### src/rtl/imm_instr_encoder_pkg.sv
// Shared RV32I encodings used by the immediate encoder, generator and decoder.
package imm_instr_encoder_pkg;

    localparam logic [6:0] OPC_LOAD   = 7'd3;
    localparam logic [6:0] OPC_STORE  = 7'd35;
    localparam logic [6:0] OPC_BRANCH = 7'd99;

    typedef enum logic [1:0] {
        KIND_LOAD   = 2'd0,
        KIND_STORE  = 2'd1,
        KIND_BRANCH = 2'd2,
        KIND_RSVD   = 2'd3
    } kind_e;

    typedef enum logic [1:0] {
        ERR_NONE  = 2'd0,
        ERR_KIND  = 2'd1,
        ERR_RANGE = 2'd2,
        ERR_ALIGN = 2'd3
    } err_e;

    typedef struct packed {
        kind_e       kind;
        logic [4:0]  rd;
        logic [4:0]  rs1;
        logic [4:0]  rs2;
        logic [2:0]  funct3;
        logic [31:0] imm;
    } cmd_t;

endpackage

### src/rtl/imm_instr_encoder_imm_pack.sv
// Packs one command into a LOAD/STORE/BRANCH word and grades its immediate.
// Latency: combinational.
// Backpressure: none; pure function of the command.
module imm_pack
    import imm_instr_encoder_pkg::*;
(
    input  cmd_t        cmd,
    output logic [31:0] instr,
    output err_e        err
);

    logic signed [31:0] simm;
    logic [31:0]        imm;

    assign imm  = cmd.imm;
    assign simm = cmd.imm;

    always_comb begin
        instr = '0;
        err   = ERR_NONE;
        case (cmd.kind)
            KIND_LOAD: begin
                instr = {imm[11:0], cmd.rs1, cmd.funct3, cmd.rd, OPC_LOAD};
                if (simm < -32'sd2048 || simm > 32'sd2047) err = ERR_RANGE;
            end
            KIND_STORE: begin
                instr = {imm[11:5], cmd.rs2, cmd.rs1, cmd.funct3, imm[4:0], OPC_STORE};
                if (simm < -32'sd2048 || simm > 32'sd2047) err = ERR_RANGE;
            end
            KIND_BRANCH: begin
                instr = {imm[12], imm[10:5], cmd.rs2, cmd.rs1, cmd.funct3,
                         imm[4:1], imm[11], OPC_BRANCH};
                // Range is checked first so an odd out-of-range offset reports RANGE.
                if (simm < -32'sd4096 || simm > 32'sd4094) err = ERR_RANGE;
                else if (imm[0])                           err = ERR_ALIGN;
            end
            default: err = ERR_KIND;
        endcase
    end

endmodule

### src/rtl/imm_instr_encoder.sv
// Encodes LOAD/STORE/BRANCH commands into addressed instruction words with error status.
// Latency: one cycle from accept to out_*; one word per cycle sustained.
// Backpressure: in_ready follows out_ready through the output register; low during addr_load.
module imm_instr_encoder
    import imm_instr_encoder_pkg::*;
#(
    parameter int                ADDR_W    = 32,
    parameter logic [ADDR_W-1:0] BASE_ADDR = '0,
    parameter int                ERR_CNT_W = 8
) (
    input  logic                 clk,
    input  logic                 rst_n,
    input  logic                 in_valid,
    output logic                 in_ready,
    input  logic [1:0]           in_kind,
    input  logic [4:0]           in_rd,
    input  logic [4:0]           in_rs1,
    input  logic [4:0]           in_rs2,
    input  logic [2:0]           in_funct3,
    input  logic [31:0]          in_imm,
    output logic                 out_valid,
    input  logic                 out_ready,
    output logic [31:0]          out_instr,
    output logic [ADDR_W-1:0]    out_addr,
    input  logic                 addr_load,
    input  logic [ADDR_W-1:0]    addr_value,
    input  logic                 err_clr,
    output logic                 err_flag,
    output logic [1:0]           err_code,
    output logic [ERR_CNT_W-1:0] err_cnt
);

    cmd_t              cmd;
    logic [31:0]       enc_instr;
    err_e              enc_err;
    logic              accept;
    logic              legal;
    logic [ADDR_W-1:0] addr_cnt;

    always_comb begin
        cmd        = '0;
        cmd.kind   = kind_e'(in_kind);
        cmd.rd     = in_rd;
        cmd.rs1    = in_rs1;
        cmd.rs2    = in_rs2;
        cmd.funct3 = in_funct3;
        cmd.imm    = in_imm;
    end

    imm_pack u_imm_pack (
        .cmd   (cmd),
        .instr (enc_instr),
        .err   (enc_err)
    );

    assign in_ready = !addr_load && (!out_valid || out_ready);
    assign accept   = in_valid && in_ready;
    assign legal    = (enc_err == ERR_NONE);

    always_ff @(posedge clk or negedge rst_n) begin
        if (!rst_n) begin
            out_valid <= 1'b0;
            out_instr <= '0;
            out_addr  <= BASE_ADDR;
            addr_cnt  <= BASE_ADDR;
        end else begin
            if (accept && legal) begin
                out_valid <= 1'b1;
                out_instr <= enc_instr;
                out_addr  <= addr_cnt;
                addr_cnt  <= addr_cnt + ADDR_W'(4);
            end else if (out_ready) begin
                out_valid <= 1'b0;
            end
            // in_ready is low during a reload, so this never races the increment.
            if (addr_load) addr_cnt <= addr_value;
        end
    end

    always_ff @(posedge clk or negedge rst_n) begin
        if (!rst_n) begin
            err_flag <= 1'b0;
            err_code <= ERR_NONE;
            err_cnt  <= '0;
        end else if (accept && !legal) begin
            err_flag <= 1'b1;
            if (!err_flag || err_clr) err_code <= enc_err;
            if (err_clr)              err_cnt  <= ERR_CNT_W'(1);
            else if (!(&err_cnt))     err_cnt  <= err_cnt + ERR_CNT_W'(1);
        end else if (err_clr) begin
            err_flag <= 1'b0;
            err_code <= ERR_NONE;
            err_cnt  <= '0;
        end
    end

endmodule

### config.mk
export PLATFORM = sky130hd
export DESIGN_NAME = imm_instr_encoder
export DESIGN_NICKNAME = d
export VERILOG_FILES = /design/src/rtl/imm_instr_encoder_pkg.sv /design/src/rtl/imm_instr_encoder_imm_pack.sv /design/src/rtl/imm_instr_encoder.sv
export SDC_FILE = /design/constraint.sdc
export NUM_CORES = 1
export LEC_CHECK = 0
export ABC_CLOCK_PERIOD_IN_PS = 2050
export BUFFER_PORTS_ARGS = -buffer_cell sky130_fd_sc_hd__buf_2
export CAP_MARGIN = 20
export CORE_ASPECT_RATIO = 0.7
export CORE_MARGIN = 2
export CORE_UTILIZATION = 46
export DETAILED_ROUTE_END_ITERATION = 10
export PLACE_DENSITY = 0.76
export SLEW_MARGIN = 20
export SYNTH_ARGS = -nofsm -noshare
export SYNTH_HDL_FRONTEND = slang
export SYNTH_SLANG_ARGS = --single-unit
### constraint.sdc
create_clock -name clk -period 2.05 [get_ports clk]
set_input_delay 0.41 -clock clk [delete_from_list [all_inputs] [get_ports clk]]
set_output_delay 0.41 -clock clk [all_outputs]
set_load 0.005 [all_outputs]
* After elaboration in Yosys (flattened, before gate mapping)
Index checks and enable logic that the tools add are counted.
Cells by class: add/sub/neg operators 2, $lt $le $gt $ge 4, equal/unequal tests 4, muxes and demuxes 18, reduce and logical (&&, ||, !) cells 21
Operator list (count):
- 32-bit one-hot mux with 3 select lines | 1
- 32-bit 2-to-1 mux | 2
- 32-bit by 3-bit adder with 32-bit output (second input constant) | 1
- 32-bit by 12-bit greater-than comparator with 1-bit output (second input constant) | 1
- 32-bit by 13-bit greater-than comparator with 1-bit output (second input constant) | 1
- 32-bit by 12-bit < comparator with 1-bit output (second input constant) | 1
- 32-bit by 13-bit < comparator with 1-bit output (second input constant) | 1
- 8-bit 2-to-1 mux | 4
- 2-bit 2-to-1 mux | 6
- 8-bit by 1-bit adder with 8-bit output (second input constant) | 1
- 8-bit AND reduction | 1
- 2-bit nonzero test | 3
- 1-bit logical AND | 4
- 1-bit logical NOT | 4
- 2-bit logical NOT | 2
- 1-bit logical OR | 4
- 1-bit 2-to-1 mux | 4
- 2-bit one-hot mux with 2 select lines | 1
- 2-bit AND reduction | 2
- 2-bit by 1-bit == test with 1-bit output (second input constant) | 1
- 2-bit == test (second input constant) | 1
- 2-bit by 1-bit inequality test with 1-bit output (second input constant) | 1
- 2-bit inequality test (second input constant) | 1
- 2-bit OR reduction | 1
Storage, ports and cells: register bits 108, output and inout port bits 77, word-level logic and storage cells 56

* Longest topological paths before layout
Gate-level depths: netlist (run 1).
depth after elaboration 9, gate-level depth with buffers 12, depth with buffers taken out 8

* Modules after synthesis
From an unflattened synthesis (run 1), not the netlist that was laid out.
Unflattened totals: cell total of the unflattened synthesis 628, area total of the unflattened synthesis 5415.2 um2
Modules (own cells, without submodules):
- imm_instr_encoder | instances 1, cells an instance 544, area an instance 4878.4 um2
- imm_pack | instances 1, cells an instance 84, area an instance 536.8 um2

* Least setup slack after synthesis (run 1)
No wires, ideal clock.
path type input port to flip-flop, from input in_kind[0], to register addr_cnt[29], data arrival time 2.613 ns, setup slack -0.688 ns, cell stages on the path 11, path buffers 3, cell sequence inv_1 -> ha_1 -> clkbuf_1 -> or2_2 -> clkbuf_1 -> nor2_1 -> a311oi_4 -> buf_6 -> nand4_1 -> xnor2_1 -> mux2_2
On the way: longest elaborated chain between the ends 6
RTL lines:
- from (decl) | line imm_instr_encoder.sv:15 | input logic [1:0] in_kind,
- 2-bit by 1-bit == test with 1-bit output / 2-bit logical NOT (equally long branches) | line imm_instr_encoder_imm_pack.sv:21 | case (cmd.kind)
- 2-bit OR reduction (no source line)
- 2-bit one-hot mux with 2 select lines (*) | line imm_instr_encoder_imm_pack.sv:21
- 2-bit logical NOT (*) | line imm_instr_encoder.sv:58 | assign legal = (enc_err == ERR_NONE);
- 1-bit logical AND (*) | line imm_instr_encoder.sv:67 | if (accept && legal) begin
- 2-bit nonzero test (no source line) (*)
- to (signal assigned) | line imm_instr_encoder.sv:71 | addr_cnt <= addr_cnt + ADDR_W'(4);
- to (signal assigned) | line imm_instr_encoder.sv:76 | if (addr_load) addr_cnt <= addr_value;
- to (decl) | line imm_instr_encoder.sv:38 | logic [ADDR_W-1:0] addr_cnt;
Every way passes the cells marked *; elsewhere a longest branch is shown, timed or not. A chain may end at the register's enable or synchronous reset.

* Worst setup path after layout (run 1)
from input in_imm[15], to register err_cnt[4]
On the way: longest elaborated chain between the ends 9
RTL lines:
- from (decl) | line imm_instr_encoder.sv:20 | input logic [31:0] in_imm,
- 32-bit by 13-bit < comparator with 1-bit output, or another cell as far along | line imm_instr_encoder_imm_pack.sv:34 | if (simm < -32'sd4096 || simm > 32'sd4094) err = ERR_RANGE;
- 1-bit logical OR (on tied branches) | line imm_instr_encoder_imm_pack.sv:34, imm_instr_encoder_imm_pack.sv:24, imm_instr_encoder_imm_pack.sv:28
- 2-bit 2-to-1 mux (on tied branches) | line imm_instr_encoder_imm_pack.sv:34, imm_instr_encoder_imm_pack.sv:24, imm_instr_encoder_imm_pack.sv:28
- 2-bit one-hot mux with 2 select lines (*) | line imm_instr_encoder_imm_pack.sv:21
- 2-bit logical NOT (*) | line imm_instr_encoder.sv:58
- 1-bit logical NOT (*) | line imm_instr_encoder.sv:85 | end else if (accept && !legal) begin
- 1-bit logical AND (*) | line imm_instr_encoder.sv:85
- 2-bit nonzero test (no source line)
- 2-bit AND reduction (no source line)
- to (signal assigned) | line imm_instr_encoder.sv:89 | else if (!(&err_cnt)) err_cnt <= err_cnt + ERR_CNT_W'(1);
- to (decl) | line imm_instr_encoder.sv:30 | output logic [ERR_CNT_W-1:0] err_cnt
Marks and branches as above.

==> results of run 1 <==
-- flip-flops by register name (all words and copies together), names as in the netlist --
register / cells
err_cnt: 8
addr_cnt: 32
out_valid: 1
err_flag: 1
err_code: 2
out_addr: 32
out_instr: 28
-- what timing repair did --
item | 4_1_cts | 5_1_grt
setup buffers | 8 | 4
setup endpoints to repair | 102 | 102
cloned | 4 | 1
pin swaps | 49 | 20
resized for setup | 50 | 37
-- cells by family after synthesis --
kind of cell	after synthesis
AOI/OAI and AO/OA	78
xor gates and xnor gates	25
adders and majority gates	8
buffers and inverters	40
DFF	104
muxes	19
other	1
and+or+nand+nor	283
-- worst max-delay path by stage --
| stage | end | slack [ns] | cells past startpoint |
|---|---|---|---|
| floorplan | addr_cnt[14]$_DFFE_PN0P_ | -0.60 | 9 |
| global placement | addr_cnt[14]$_DFFE_PN0P_ | -0.78 | 9 |
| detailed placement | out_instr[31]$_DFFE_PN0P_ | -0.84 | 7 |
| CTS | out_instr[9]$_DFFE_PN0P_ | -0.42 | 10 |
| global route | out_instr[23]$_DFFE_PN0P_ | -0.52 | 10 |
| finish | err_cnt[4]$_DFFE_PN0P_ | -0.44 | 10 |
-- worst max-delay path, delay by kind of cell --
kind | cells | cell delay (ns)
AND/OR/NAND/NOR | 3 | 0.97
AO/OA/AOI/OAI | 4 | 0.93
buffers and inverters | 3 | 0.43
-- routing by layer --
metal / vias up / wire length (µm)
met2: 162 / 7350
met5: - / 0
met1: 2457 / 7210
li1: 2397 / -
met3: 19 / 907
met4: 0 / 158
-- power groups by stage --
stage	logic, mW	registers [mW]	clock network [mW]
after floorplan	0.528	2.67	0
after global placement	1.21	2.64	0
after detailed placement	1.24	2.66	0
after CTS	1.32	2.64	1.63
after global routing	1.53	2.71	1.73
final	1.38	2.66	1.61
-- area by class of cell --
class,instances,area [µm²],share of cell area [%]
inverters,6,22.5,0.298
multi-input cells,417,2780,36.8
diodes,1,2.50,0.0331
well taps,153,191,2.53
clock inverters,5,33.8,0.447
clock buffers,10,239,3.16
flip-flops and latches,104,2600,34.5
repair buffers,247,1680,22.3
-- cells in the mapped netlist (3+ instances only) --
cell / count
nand2_1: 169
dfrtp_1: 104
o21ai_0: 24
nand3_1: 22
nand4_1: 22
clkbuf_1: 18
mux2_2: 18
xnor2_1: 17
and3_1: 14
nor2_1: 14
o31ai_1: 11
a22oi_1: 9
a21oi_1: 8
ha_1: 8
xor2_1: 8
buf_2: 6
buf_4: 6
inv_1: 6
nand2b_1: 6
and4_1: 5
nor2b_1: 5
a32oi_1: 3
and2_1: 3
buf_6: 3
nand4b_1: 3
nor3_1: 3
nor4_1: 3
==> results.md, run 1 <==
* Sequential share of the synthesized area at between 40% and 50%
* Startpoint Class: primary input
* Net Sw Frac at roughly 30%
* Setup TNS at -37.43 ns
* Util after Layout at between 60% and 70%
* Clock insertion delay at the later pin of the skew report at 0.35 ns
* Largest net degree at the start of global routing at 50
* Full die area at 12300 µm²
* DRT iter0 DRCs at roughly 290
* Ys async rst share at between 90% and 100%
* Drt wl/cell at 16.6 µm
* CP peak stage delay at ~0.54 ns
* Pint at between 3 and 4 mW
* Register bit total from synthesis at roughly 100
* CP Max Fanout at 8
* Final WS setup at -0.445 ns
* Clock-pin slew on the worst setup and hold paths at approximately 0.070 ns
* Critical path capture point type: flop
* CTS tree: built
* Layout area overhead at 43.2%
* Reg2Reg Setup Slack at -0.15 ns
* Worst Path Arrival at roughly 2.7 ns
* Post-synth design cell area at 5270 µm²
* Die height at about 94 µm
* Detailed Place HPWL at approximately 11000 µm
* Setup CP Type: in2reg
* Slowest-stage cell, CP: or4_4
* Synth Area per Inst at 9.45 µm²
* Leading area contributor after synthesis: dfrtp_1
* Comb pwr share at 24.4%
* Seq pwr share at between 40% and 50%
* Worst r2r path cells at 9
* Core area at about 11000 µm²
* Gr ovfl total at 0
* Layer with the highest usage: met2
* Setup slack at placement at -0.836 ns
* Commonest non-fill, non-tap cell in the layout: buf_2
* Worst slew margin at 62.5%
* Routed wire length at roughly 16000 µm
* CTS sink cnt at between 100 and 150
* Post-Synthesis Cells at 558
* GRT Total Usage at between 20% and 30%
* Final worst-path cycle share at 122%
* Power per cell area at 748 nW/µm²
* DRC Markers at 0
* Endpoints failing setup at about 100
* DP Cell Count at 910
* Synth warnings at 0
* Post-route cell area at about 7600 µm²
* Layout fillers at roughly 880
* Post-synth EDFFs at 0
* Layout cells sized above 1 at a little over two fifths
* Worst Path Required at between 2 and 2.5 ns
* Layout Cells excl Fill at 943
* DRT Pass-1 Iters at 4
* Placed Area at 6790 µm²
* NumNets Final at 883
* IO Count at between 150 and 200
* Ys flop type: dfrtp_1
* Num CTS Buffers at 9
* Lkg Pwr at approximately 3.8 nW
* Post-Synth Adder-Cell Area at under 10%
* Vias/cell at roughly 5.3
* Worst Tran Pin Value at 0.561 ns
* RSZ-0062 raised after global routing: true
* Total Power at 5.65 mW
* Post-synthesis simple-gate area fraction at around 25%
* Status: complete, but fails checks
* Synth Area in Compound Gates at approximately 11%
* Synth unique cells at just over 60
* Hold buffer count at CTS at 0
* Die X at 132 µm
* GPL Wtd Cong at about 0.86
* H-tree Lvls at 3
* Xor/xnor cell area share of the yosys netlist at 4.15%
* GRT met1 Usage at 35.9%
* Total number of vias at about 5000
* Post-route ant nets at 0
* Met2 usage at 40.3%
* Clock Skews at about 0.0054 ns
* FMAX at between 400 and 500 MHz
* Top cells by area, synth: dfrtp_1 49%, nand2_1 12%, mux2_2 3.8%
* Hold Vio Cnt, Final at 0
* Final Critical Period at approximately 2.5 ns
* VDD IR max at roughly 0.6 mV
* Met3 Use GR at 6.29%
* CTS Root Buffer Type: clkbuf_16
* Critical R2R Launch: addr_cnt[2]$_DFFE_PN0P_
* Worst Setup SP: in_imm[15]
* Slew Limit Fails at 0
* Final hold slack at around 0.043 ns
* Synth top area share at 49.4%
* Largest family of logic cells by synthesized area: simple AND/OR/NAND/NOR gates
* Failing checks: negative setup slack
* Vias in the first global route at approximately 5000
* Antenna violations before repair at 1
* R2r endpoint: addr_cnt[14]$_DFFE_PN0P_
* Commonest non-fill, non-tap cells in the layout: 158 x buf_2, 144 x nand2_1, 104 x dfrtp_1, 61 x buf_4, 22 x nand4_1
* Global-route wire length before repair at between 20000 and 30000 µm
* Clock power share at ~28%
* Site Rows at 32
* Mux cell area share after synthesis at between 4 and 5%
* Hold crit path type: in2async
* Switch Pwr at about 1.7 mW
* Clock Tree Buf Depth at 2
* Crit path cell chain: buf_2, or4_4, or3_4, o32ai_4, a31oi_4, buf_12, a21oi_4, buf_6, a41o_1, nor2_1
* Initial Util at 47.5%
* Max-cap violations at 0
* Port bufs at roughly 160
(Power assumes the default switching activity.)
==> run 2, diff against run 1 <==
--- a/config.mk
+++ b/config.mk
@@ -12,7 +12,7 @@
 export CORE_MARGIN = 2
 export CORE_UTILIZATION = 46
 export DETAILED_ROUTE_END_ITERATION = 10
-export PLACE_DENSITY = 0.76
+export PLACE_DENSITY = 0.78
 export SLEW_MARGIN = 20
 export SYNTH_ARGS = -nofsm -noshare
 export SYNTH_HDL_FRONTEND = slang
==> run 2 against run 1 <==
  * The flow still finishes with violations (negative setup slack)
  * Die area did not move
  * Final cell count increased by 1.2%
  * Via count increased by 4.5%
  * Wire length rose by 14%
  * Sequential cell count stayed put
  * Clock power hardly changed
  * Clock-buffer cell count is the same
  * Combinational power increased by 20%
  * Non-clock buffer count up 11
  * Highest routed layer unchanged
==> results.md, run 2 (synthesis gave the netlist of run 1 again) <==
* R2r endpoint: addr_cnt[26]$_DFFE_PN0P_
* DRT iter0 DRCs at 351 (+22%)
* Largest net degree at the start of global routing at 55 (+10%)
* CP Max Fanout at 6 (-2)
* Final worst-path cycle share at 125% (+3.6 points)
* Reg2Reg Setup Slack at -0.22 ns (-0.07 ns)
* Endpoints failing setup at 102 (unchanged)
* Commonest non-fill, non-tap cell in the layout: buf_2
* Met3 Routed Length at 1360 µm (+50%)
* GRT Total Usage at 24.3% (-1.4 points)
* Vias/cell at 5.52 (+3.3%)
* Setup slack at placement at -0.831 ns (+0.00455 ns)
* Status: complete, but fails checks
* Detailed Place HPWL at 11100 µm (+2.2%)
* Most common cell on crit path: buf_12
* Layout fillers at 728 (-17%)
* DP Cell Count at 905 (-0.55%)
* Worst Path Arrival at 2.83 ns (+0.09 ns)
* Met1 wire length at 7490 µm (+4.0%)
* Worst Tran Pin Value at 1.02 ns (+0.455 ns)
* Core area at 11100 µm² (unchanged)
* Routed wire length at 17800 µm (+14%)
* Top Layer Used: met4
* NumNets Final at 894 (+1.2%)
* Antenna violations before repair at 0 (-1)
* # diodes at 0 (-1)
* Commonest non-fill, non-tap cells in the layout: 159 x buf_2, 104 x dfrtp_1, 91 x nand2_1, 53 x buf_4, 51 x nand2_2
* Hold crit path type: in2reg
* Clock Skews at 0.00592 ns (+0.000567 ns)
* Clock-pin slew on the worst setup and hold paths at 0.07 ns (about the same)
* WHS Path Cells at 3
* IO Count at 167 (unchanged)
* Slowest-stage cell, CP: or4_4
* Die X at 132 µm (unchanged)
* Placed Area at 6730 µm² (-0.92%)
* FMAX at 389 MHz (-2.9%)
* Final Critical Period at 2.57 ns (+0.0736 ns)
* CP peak stage delay at 0.52 ns (-0.02 ns)
* Clock insertion delay at the later pin of the skew report at 0.35 ns (about the same)
* Drt wl/cell at 18.7 µm (+13%)
* Slew Limit Fails at 0 (unchanged)
* Global-route wire length before repair at 23900 µm (-5.4%)
* Layout area overhead at 56.2%
* CTS Root Buffer Type: clkbuf_16
* DRC Markers at 0 (unchanged)
* Clock Tree Buf Depth at 2 (unchanged)
* Hold Path Sink: out_instr[17]$_DFFE_PN0P_
* Setup TNS at -44.89 ns (-7.46 ns)
* Total number of vias at 5262 (+4.5%)
* Max-cap violations at 0 (unchanged)
* Largest registers: addr_cnt: 32 flops, out_addr: 32 flops, out_instr: 28 flops
* Site Rows at 32 (unchanged)
* Worst r2r path cells at 8 (-1)
* Startpoint Class: primary input
* Gr ovfl total at 0 (unchanged)
* Num CTS Buffers at 9 (unchanged)
* CTS sink cnt at 104 (unchanged)
* Worst hold start: in_rs1[2]
* GPL Wtd Cong at 0.902 (+4.4%)
* RSZ-0062 raised after global routing: true
* Final WS setup at -0.518 ns (-0.0736 ns)
* Initial Util at 47.5% (unchanged)
* VDD IR max at 0.586 mV (+0.23%)
* DRT Pass-1 Iters at 5 (+1)
* Die height at 93.6 µm (unchanged)
* Lkg Pwr at 4.01 nW (+6.6%)
* Layout cells sized above 1 at 52.7% (+9.0 points)
* Port bufs at 163 (unchanged)
* Met2 Wirelength at 8550 µm (+16%)
* Final hold slack at 0.279 ns (+0.236 ns)
* Crit path cell chain: buf_2, or4_4, or3_4, nor4_4, o32a_4, buf_12, buf_12, nand3_4, clkbuf_16, o31ai_2
* Layout Cells excl Fill at 954 (+1.2%)
* Vias in the first global route at 4851 (-3.0%)
* Setup CP Type: in2reg
* Post-route ant nets at 0 (unchanged)
* Full die area at 12300 µm² (unchanged)
* Power per cell area at 729 nW/µm² (-2.6%)
* CTS tree: built
* Worst Path Required at 2.31 ns (+0.02 ns)
* Post-route cell area at 8240 µm² (+9.1%)
* Worst slew margin at 32.0% (-30 points)
* Critical path capture point type: flop
* H-tree Lvls at 3 (unchanged)
* Critical R2R Launch: addr_cnt[2]$_DFFE_PN0P_
* Hold Vio Cnt, Final at 0 (unchanged)
* Failing checks: negative setup slack
-- run 2: changes by cell type in the layout (fill, tap and decap cells not counted), sizes merged --
cell	previous run	this run
and3	15	14
buf	246	248
clkbuf	11	19
clkinv	3	2
clkinvlp	2	3
diode	1	0
dlygate4sd3	0	1
inv	6	7
nand3	23	24
-- run 2: stage by stage --
step	utilization, %	power [mW]
final	74.3	6.00
after global routing	74.3	6.28
after CTS	65.2	5.54
after detailed placement	60.7	3.89
after global placement	60.7	3.83
after floorplan	-	3.19
-- run 2: what timing repair did --
action,CTS,global route
setup endpoints to repair,102,102
pin swaps,20,90
hold endpoints to repair,28,0
hold buffers,1,0
cloned,1,13
buffers inserted,4,14
gates resized for setup,47,154
-- run 2: worst max-delay path by stage --
stage	from	end	slack, ns	cells after the start
global route	in_imm[19]	out_addr[16]$_DFFE_PN0P_	-0.58	11
finish	in_imm[19]	out_instr[11]$_DFFE_PN0P_	-0.52	10
global placement	in_imm[12]	addr_cnt[14]$_DFFE_PN0P_	-0.80	10
detailed placement	in_imm[30]	err_cnt[7]$_DFFE_PN0P_	-0.83	9
floorplan	in_imm[30]	addr_cnt[14]$_DFFE_PN0P_	-0.60	9
CTS	in_imm[18]	addr_cnt[2]$_DFFE_PN0P_	-0.41	11
-- run 2: area by class of cell --
type | instances | area (µm²) | area share (%)
tap | 153 | 191 | 2.32
clock inverter | 6 | 45.0 | 0.547
multi-input combinational | 417 | 3160 | 38.3
inverter | 6 | 22.5 | 0.273
timing repair buffer | 258 | 1990 | 24.2
clock buffer | 10 | 229 | 2.78
sequential | 104 | 2600 | 31.6
-- run 2: per-layer routing --
layer,global-route usage [%],vias to the layer above
met5,0,-
met4,5.98,0
met3,5.58,40
met2,38.7,229
met1,33.8,2574
li1,-,2419
-- run 2: worst max-delay path: cells and delay by family --
kind | cells | cell delay, ns
AND/OR/NAND/NOR | 4 | 1.34
AO/OA/AOI/OAI | 2 | 0.51
buffers and inverters | 4 | 0.56
-- run 2: where the power goes --
part | switching (mW) | total (mW) | leakage [nW] | internal (mW)
registers | 0.335 | 2.74 | 1.32 | 2.40
clock network | 0.790 | 1.62 | 0.125 | 0.829
logic | 0.786 | 1.65 | 2.57 | 0.864
